[src/rtl/button_pkg.sv]
`default_nettype none
// ============================================================================
// Module      : button_pkg
// Description : Shared constants for the button manager: register indices,
//               AHB transfer encoding and bit positions of register fields.
// Revision    : 1.0 - initial release
// ============================================================================
package button_pkg;

  // Register index, taken from HADDR[3:2]
  localparam logic [1:0] FLAG_MODE_IDX = 2'd0;
  localparam logic [1:0] FLAG_TRIP_IDX = 2'd1;
  localparam logic [1:0] STATUS_IDX    = 2'd2;
  localparam logic [1:0] CLEAR_IDX     = 2'd3;

  // AHB IDLE transfer type
  localparam logic [1:0] HTRANS_IDLE = 2'b00;

  // Status register field positions
  localparam int STAT_MODE_LVL_BIT = 0;
  localparam int STAT_TRIP_LVL_BIT = 1;
  localparam int STAT_MODE_CNT_LSB = 8;
  localparam int STAT_TRIP_CNT_LSB = 16;

  // Clear register field positions
  localparam int CLR_MODE_BIT = 0;
  localparam int CLR_TRIP_BIT = 1;
  localparam int CLR_CNT_BIT  = 2;

endpackage
`default_nettype wire

[src/rtl/button_debounce.sv]
`default_nettype none
// ============================================================================
// Module      : button_debounce
// Description : Two-flop synchroniser, stability counter and debounced level
//               for one active-low button. rise_pulse is a one-cycle strobe
//               registered on the edge the debounced level goes to pressed.
// Revision    : 1.0 - initial release
// ============================================================================
module button_debounce #(
  parameter int DEBOUNCE_CYCLES = 1000,
  parameter int CNT_W           = 10
) (
  input  logic clk,
  input  logic rst_n,
  input  logic btn_n,
  output logic level,
  output logic rise_pulse
);

  logic             sync1_q, sync1_d;
  logic             sync2_q, sync2_d;
  logic             level_q, level_d;
  logic             rise_q,  rise_d;
  logic [CNT_W-1:0] cnt_q,   cnt_d;
  logic             pressed;

  // Synchronise the raw pin and count consecutive samples that disagree with
  // the debounced level; any agreeing sample restarts the count.
  always_comb begin
    sync1_d = btn_n;
    sync2_d = sync1_q;
    pressed = ~sync2_q;
    level_d = level_q;
    rise_d  = 1'b0;
    cnt_d   = '0;
    if (pressed != level_q) begin
      if (cnt_q == CNT_W'(DEBOUNCE_CYCLES - 1)) begin
        level_d = ~level_q;
        rise_d  = ~level_q;
      end else begin
        cnt_d = cnt_q + 1'b1;
      end
    end
  end

  // State registers; synchronisers reset to the released pin level
  always_ff @(posedge clk) begin
    if (!rst_n) begin
      sync1_q <= 1'b1;
      sync2_q <= 1'b1;
      level_q <= 1'b0;
      rise_q  <= 1'b0;
      cnt_q   <= '0;
    end else begin
      sync1_q <= sync1_d;
      sync2_q <= sync2_d;
      level_q <= level_d;
      rise_q  <= rise_d;
      cnt_q   <= cnt_d;
    end
  end

  assign level      = level_q;
  assign rise_pulse = rise_q;

endmodule
`default_nettype wire

[src/rtl/button_manager.sv]
`default_nettype none
// ============================================================================
// Module      : button_manager
// Description : AHB-Lite slave that debounces the Mode and Trip buttons and
//               latches press flags and 8-bit press counts for CPU polling.
// Revision    : 1.0 - initial release
// ============================================================================
module button_manager
  import button_pkg::*;
#(
  parameter int DEBOUNCE_CYCLES = 1000,
  parameter int CNT_W           = 10
) (
  input  logic        HCLK,
  input  logic        HRESETn,
  input  logic [31:0] HADDR,
  input  logic [31:0] HWDATA,
  input  logic        HWRITE,
  input  logic        HREADY,
  input  logic        HSEL,
  input  logic [2:0]  HSIZE,
  input  logic [1:0]  HTRANS,
  output logic [31:0] HRDATA,
  output logic        HREADYOUT,
  input  logic        nMode,
  input  logic        nTrip
);

  logic       mode_level, mode_rise;
  logic       trip_level, trip_rise;
  logic [1:0] addr_q, addr_d;
  logic       rd_q, rd_d;
  logic       wr_q, wr_d;
  logic       mode_flag_q, mode_flag_d;
  logic       trip_flag_q, trip_flag_d;
  logic [7:0] mode_cnt_q, mode_cnt_d;
  logic [7:0] trip_cnt_q, trip_cnt_d;
  logic       addr_phase, clr_write, clr_mode, clr_trip, clr_cnt;
  logic       unused_bits;

  assign unused_bits = ^{HADDR[31:4], HADDR[1:0], HWDATA[31:3], HSIZE};
  assign HREADYOUT   = 1'b1;

  button_debounce #(.DEBOUNCE_CYCLES(DEBOUNCE_CYCLES), .CNT_W(CNT_W)) u_mode (
    .clk(HCLK), .rst_n(HRESETn), .btn_n(nMode),
    .level(mode_level), .rise_pulse(mode_rise)
  );

  button_debounce #(.DEBOUNCE_CYCLES(DEBOUNCE_CYCLES), .CNT_W(CNT_W)) u_trip (
    .clk(HCLK), .rst_n(HRESETn), .btn_n(nTrip),
    .level(trip_level), .rise_pulse(trip_rise)
  );

  // Address-phase capture and flag/count updates; a press event beats any
  // flag clear on the same edge, while a count clear beats an increment.
  always_comb begin
    addr_phase = HSEL && HREADY && (HTRANS != HTRANS_IDLE);
    addr_d     = addr_phase ? HADDR[3:2] : 2'b00;
    wr_d       = addr_phase && HWRITE;
    rd_d       = addr_phase && !HWRITE;

    clr_write  = wr_q && (addr_q == CLEAR_IDX);
    clr_mode   = (rd_q && (addr_q == FLAG_MODE_IDX)) || (clr_write && HWDATA[CLR_MODE_BIT]);
    clr_trip   = (rd_q && (addr_q == FLAG_TRIP_IDX)) || (clr_write && HWDATA[CLR_TRIP_BIT]);
    clr_cnt    = clr_write && HWDATA[CLR_CNT_BIT];

    mode_flag_d = mode_rise || (mode_flag_q && !clr_mode);
    trip_flag_d = trip_rise || (trip_flag_q && !clr_trip);

    mode_cnt_d = mode_cnt_q;
    if (clr_cnt)        mode_cnt_d = 8'd0;
    else if (mode_rise) mode_cnt_d = mode_cnt_q + 8'd1;

    trip_cnt_d = trip_cnt_q;
    if (clr_cnt)        trip_cnt_d = 8'd0;
    else if (trip_rise) trip_cnt_d = trip_cnt_q + 8'd1;
  end

  // Read data is driven only while a read data phase is in progress
  always_comb begin
    HRDATA = 32'd0;
    if (rd_q) begin
      case (addr_q)
        FLAG_MODE_IDX: HRDATA[0] = mode_flag_q;
        FLAG_TRIP_IDX: HRDATA[0] = trip_flag_q;
        STATUS_IDX: begin
          HRDATA[STAT_MODE_LVL_BIT]                    = mode_level;
          HRDATA[STAT_TRIP_LVL_BIT]                    = trip_level;
          HRDATA[STAT_MODE_CNT_LSB +: 8]               = mode_cnt_q;
          HRDATA[STAT_TRIP_CNT_LSB +: 8]               = trip_cnt_q;
        end
        default: HRDATA = 32'd0;
      endcase
    end
  end

  // Bus-phase latches, flags and counters
  always_ff @(posedge HCLK) begin
    if (!HRESETn) begin
      addr_q      <= 2'b00;
      rd_q        <= 1'b0;
      wr_q        <= 1'b0;
      mode_flag_q <= 1'b0;
      trip_flag_q <= 1'b0;
      mode_cnt_q  <= 8'd0;
      trip_cnt_q  <= 8'd0;
    end else begin
      addr_q      <= addr_d;
      rd_q        <= rd_d;
      wr_q        <= wr_d;
      mode_flag_q <= mode_flag_d;
      trip_flag_q <= trip_flag_d;
      mode_cnt_q  <= mode_cnt_d;
      trip_cnt_q  <= trip_cnt_d;
    end
  end

endmodule
`default_nettype wire

[config.mk]
export PLATFORM = sky130hd
export DESIGN_NAME = button_manager
export DESIGN_NICKNAME = d
export VERILOG_FILES = /design/src/rtl/button_pkg.sv /design/src/rtl/button_debounce.sv /design/src/rtl/button_manager.sv
export SDC_FILE = /design/constraint.sdc
export NUM_CORES = 1
export LEC_CHECK = 0
export BUFFER_PORTS_ARGS = -buffer_cell sky130_fd_sc_hd__buf_2
export CAP_MARGIN = 15
export CORE_ASPECT_RATIO = 0.75
export CORE_UTILIZATION = 49
export DETAILED_ROUTE_END_ITERATION = 6
export PLACE_DENSITY = 0.92
export SLEW_MARGIN = 15
export SYNTH_ARGS = -nofsm -noshare
export SYNTH_HDL_FRONTEND = slang
export SYNTH_SLANG_ARGS = --single-unit
[constraint.sdc]
create_clock -name HCLK -period 3.15 [get_ports HCLK]
set_clock_uncertainty 0.05 [all_clocks]
set_input_delay 0.4725 -clock HCLK [delete_from_list [all_inputs] [get_ports HCLK]]
set_output_delay 0.4725 -clock HCLK [all_outputs]
set_load 0.03 [all_outputs]
==> metrics.md <==
| Metric | Value |
|---|---|
| Final net count | `369` |
| Static leakage | `0.001015 uW` |
| Die area | `about 0.0049 mm^2` |
| Cell Pwr Density | `approximately 450 mW/mm^2` |
| Max-slew violation count | `0` |
| Worst-path clk slew | `90 ps` |
| GRT overflow | `0` |
| Core area | `0.004467 mm^2` |
| CP startpoint kind | `flop` |
| Reg-to-reg slack, setup | `~1500 ps` |
| Dpl hpwl | `roughly 3000 um` |
| Die Wd | `around 80 um` |
| Setup CP Type | `flop to primary output` |
| Worst Hold Path EP | `rd_q$_SDFF_PN0_` |
| Final Hold Vio Count | `0` |
| Cell count after synthesis | `between 200 and 300` |
| Hold_buf cts | `0` |
| Mean Syn Cell Area | `roughly 8.8 um^2` |
| Setup violations, final | `0` |
| Netlist cell types | `40` |
| Deepest clock path buffer count | `2` |
| Post-synth top area cell | `dfxtp_1` |
| Initial Util | `0.5092` |
| Largest net degree at the start of global routing | `17` |
| Skew-Pair Late Insertion Delay | `310 ps` |
| Post-synth top cells | `50 x dfxtp_1, 37 x nor2_1, 23 x and2_1, 16 x nand2_1, 15 x buf_4` |
| Max Cap Viol | `0` |
| Die height | `61.01 um` |
| Min Hold Slack | `270.3 ps` |
| FF-to-FF Start | `u_trip.cnt_q[0]$_SDFF_PP0_` |
| Worst hold path class | `primary input to flop` |
| Worst hold stages | `2` |
| DR iter-0 viols | `85` |
| Critical Path AT | `1720 ps` |
| Relative slew margins | `0.6381` |
| # DRC | `0` |
| Antenna violations before repair | `0` |
| Total CTS buffers | `5` |
| Asr flop ratio synth | `0` |
| Peak Freq | `446.9 MHz` |
| H-tree depth | `2` |
| Status | `completed` |
| Beginning of the worst hold path | `HWRITE` |
| Reg-to-reg critical path endpoint | `u_trip.cnt_q[7]$_SDFF_PP0_` |
| Clock tree root driver cell | `clkbuf_8` |
| Top post-synthesis cells by area | `dfxtp_1 44%, and2_1 6.3%, nor2_1 6.1%, xor2_1 5.4%, buf_4 5.0%` |
| Setup bufs post-CTS | `0` |
| Most frequent cell after synthesis | `dfxtp_1` |
| Nature of the critical path endpoint | `primary output` |
| RSZ-0062 raised after global routing | `no` |
| Fin crit share | `0.7104` |
| Routed WL | `slightly above 4000 um` |
| Vias | `1,735` |
| DR pass1 iterations | `4` |
| # IOs | `109` |
| First-pass GRT wire length | `6548 um` |
| CTS tree | `built` |
| Yosys warnings | `0` |
| EDFF count, synth | `0` |
| Post-DR vias/cell | `about 5.0` |
| DRT antenna net count | `0` |
| Site Rows | `21` |
| Inserted Diodes | `0` |
| Worst-Margin Slew | `541.6 ps` |
| TNS Setup | `0 ps` |
| Primary FF master, synth | `dfxtp_1` |
| Peak supply drop | `357.9 uV` |
| Share of cells above drive strength 1 | `0.1586` |
| Vias in the first global route | `approximately 1,500` |
| Post-CTS Resized | `0` |
| Top-area cell type share of the netlist area | `0.4400` |
| Max FO, Critical Path | `16` |
| Clk sinks | `50` |
| Post-Syn Area | `0.002275 mm^2` |
| Min Tclk post-route | `2238 ps` |
| RD Place Congestion | `approximately 0.84` |
| DR WL/cell | `11.78 um` |
| Number of synthesized register bits | `50` |
| Port bufs | `31` |
| Worst Path Required | `2630 ps` |
| Total track usage | `0.1801` |
| Post-synthesis sequential area ratio | `0.4400` |
| Layout area overhead | `11.11%` |
| Worst R2R Path Depth | `5` |
-- cell usage in the layout, fill, tap and decap left out, types with 6 or more instances in the layout --
cell	count
nand4_1	8
and2_1	23
a21oi_1	6
conb_1	15
nor2_1	37
buf_2	31
nand3_1	12
dfxtp_1	50
nand2_1	16
xnor2_1	10
xor2_1	14
-- flip-flops by register name, summed over array words and instances (netlist names) --
signal	count
u_trip.cnt_q	10
u_mode.cnt_q	10
trip_cnt_q	8
u_mode.sync1_q	1
addr_q	2
rd_q	1
u_mode.rise_pulse	1
u_trip.sync1_q	1
u_trip.sync2_q	1
wr_q	1
trip_flag_q	1
u_mode.level	1
mode_flag_q	1
mode_cnt_q	8
u_mode.sync2_q	1
u_trip.level	1
u_trip.rise_pulse	1
-- stage by stage --
stage                     setup slack, ps  instances  total power (uW)    util  cell area (um^2)
final                               912.2        347              1137  0.5658              2527
after global routing                727.4        347              1180  0.5658              2527
after CTS                           880.7        347              1148  0.5658              2527
after detailed placement             1228        339             699.6  0.5406              2415
after global placement               1309        339             698.3  0.5406              2415
after floorplan                      1228        272             702.4       -              2323
-- logic make-up (layout without fill, tap and decap cells) --
| family | Yosys count | in the layout | synth area share |
|---|---|---|---|
| adder cells (fa/ha/maj) | 4 | 4 | 0.02200 |
| AO/OA/AOI/OAI | 23 | 23 | 0.06821 |
| XOR/XNOR | 24 | 24 | 0.09241 |
| AND/OR/NAND/NOR | 126 | 126 | 0.2899 |
| multiplexers | 3 | 3 | 0.01320 |
| buffers and inverters | 27 | 45 | 0.07095 |
| other | 2 | 15 | 0.003302 |
| flip-flops | 50 | 50 | 0.4400 |
-- worst max-delay path: stages, from the launching register on --
cell	delay (ps)
dfxtp_1	460
inv_1	90
nor3_1	270
buf_4	240
and2_1	160
buf_2	200
-- power by group --
part | leakage (uW) | total [uW] | switching, uW | internal [uW]
clock network | 0.0000585 | 452 | 214 | 238
logic | 0.000553 | 46.1 | 35.8 | 10.2
registers | 0.000404 | 639 | 3.04 | 636
-- metal layers --
| metal | global-route usage | vias to the layer above | part of all wire |
|---|---|---|---|
| met5 | 0 | - | 0 |
| met4 | 0.08163 | 0 | 0.017 |
| met3 | 0.05113 | 7 | 0.034 |
| met2 | 0.3063 | 33 | 0.48 |
| met1 | 0.2153 | 797 | 0.47 |
| li1 | - | 898 | - |
-- worst max path at each step --
| stage | from | end | slack [ps] | depth (start not counted) |
|---|---|---|---|---|
| after floorplan | addr_q[1]$_SDFF_PN0_ | HRDATA[13] | 1230 | 4 |
| after global placement | addr_q[1]$_SDFF_PN0_ | HRDATA[8] | 1310 | 5 |
| after detailed placement | addr_q[1]$_SDFF_PN0_ | HRDATA[14] | 1230 | 5 |
| after CTS | addr_q[1]$_SDFF_PN0_ | HRDATA[14] | 880 | 5 |
| after global routing | addr_q[1]$_SDFF_PN0_ | HRDATA[14] | 730 | 5 |
| final | addr_q[1]$_SDFF_PN0_ | HRDATA[14] | 910 | 5 |
-- final cells by class --
type,count,area [um^2]
clock buffers,5,68.82
multi-input cells,195,1161
repair buffers,32,162.7
flip-flops and latches,50,1001
clock inverters,3,43.79
fillers,389,1939
inverters,5,18.77
well taps,57,71.32
(Power assumes the default switching activity.)
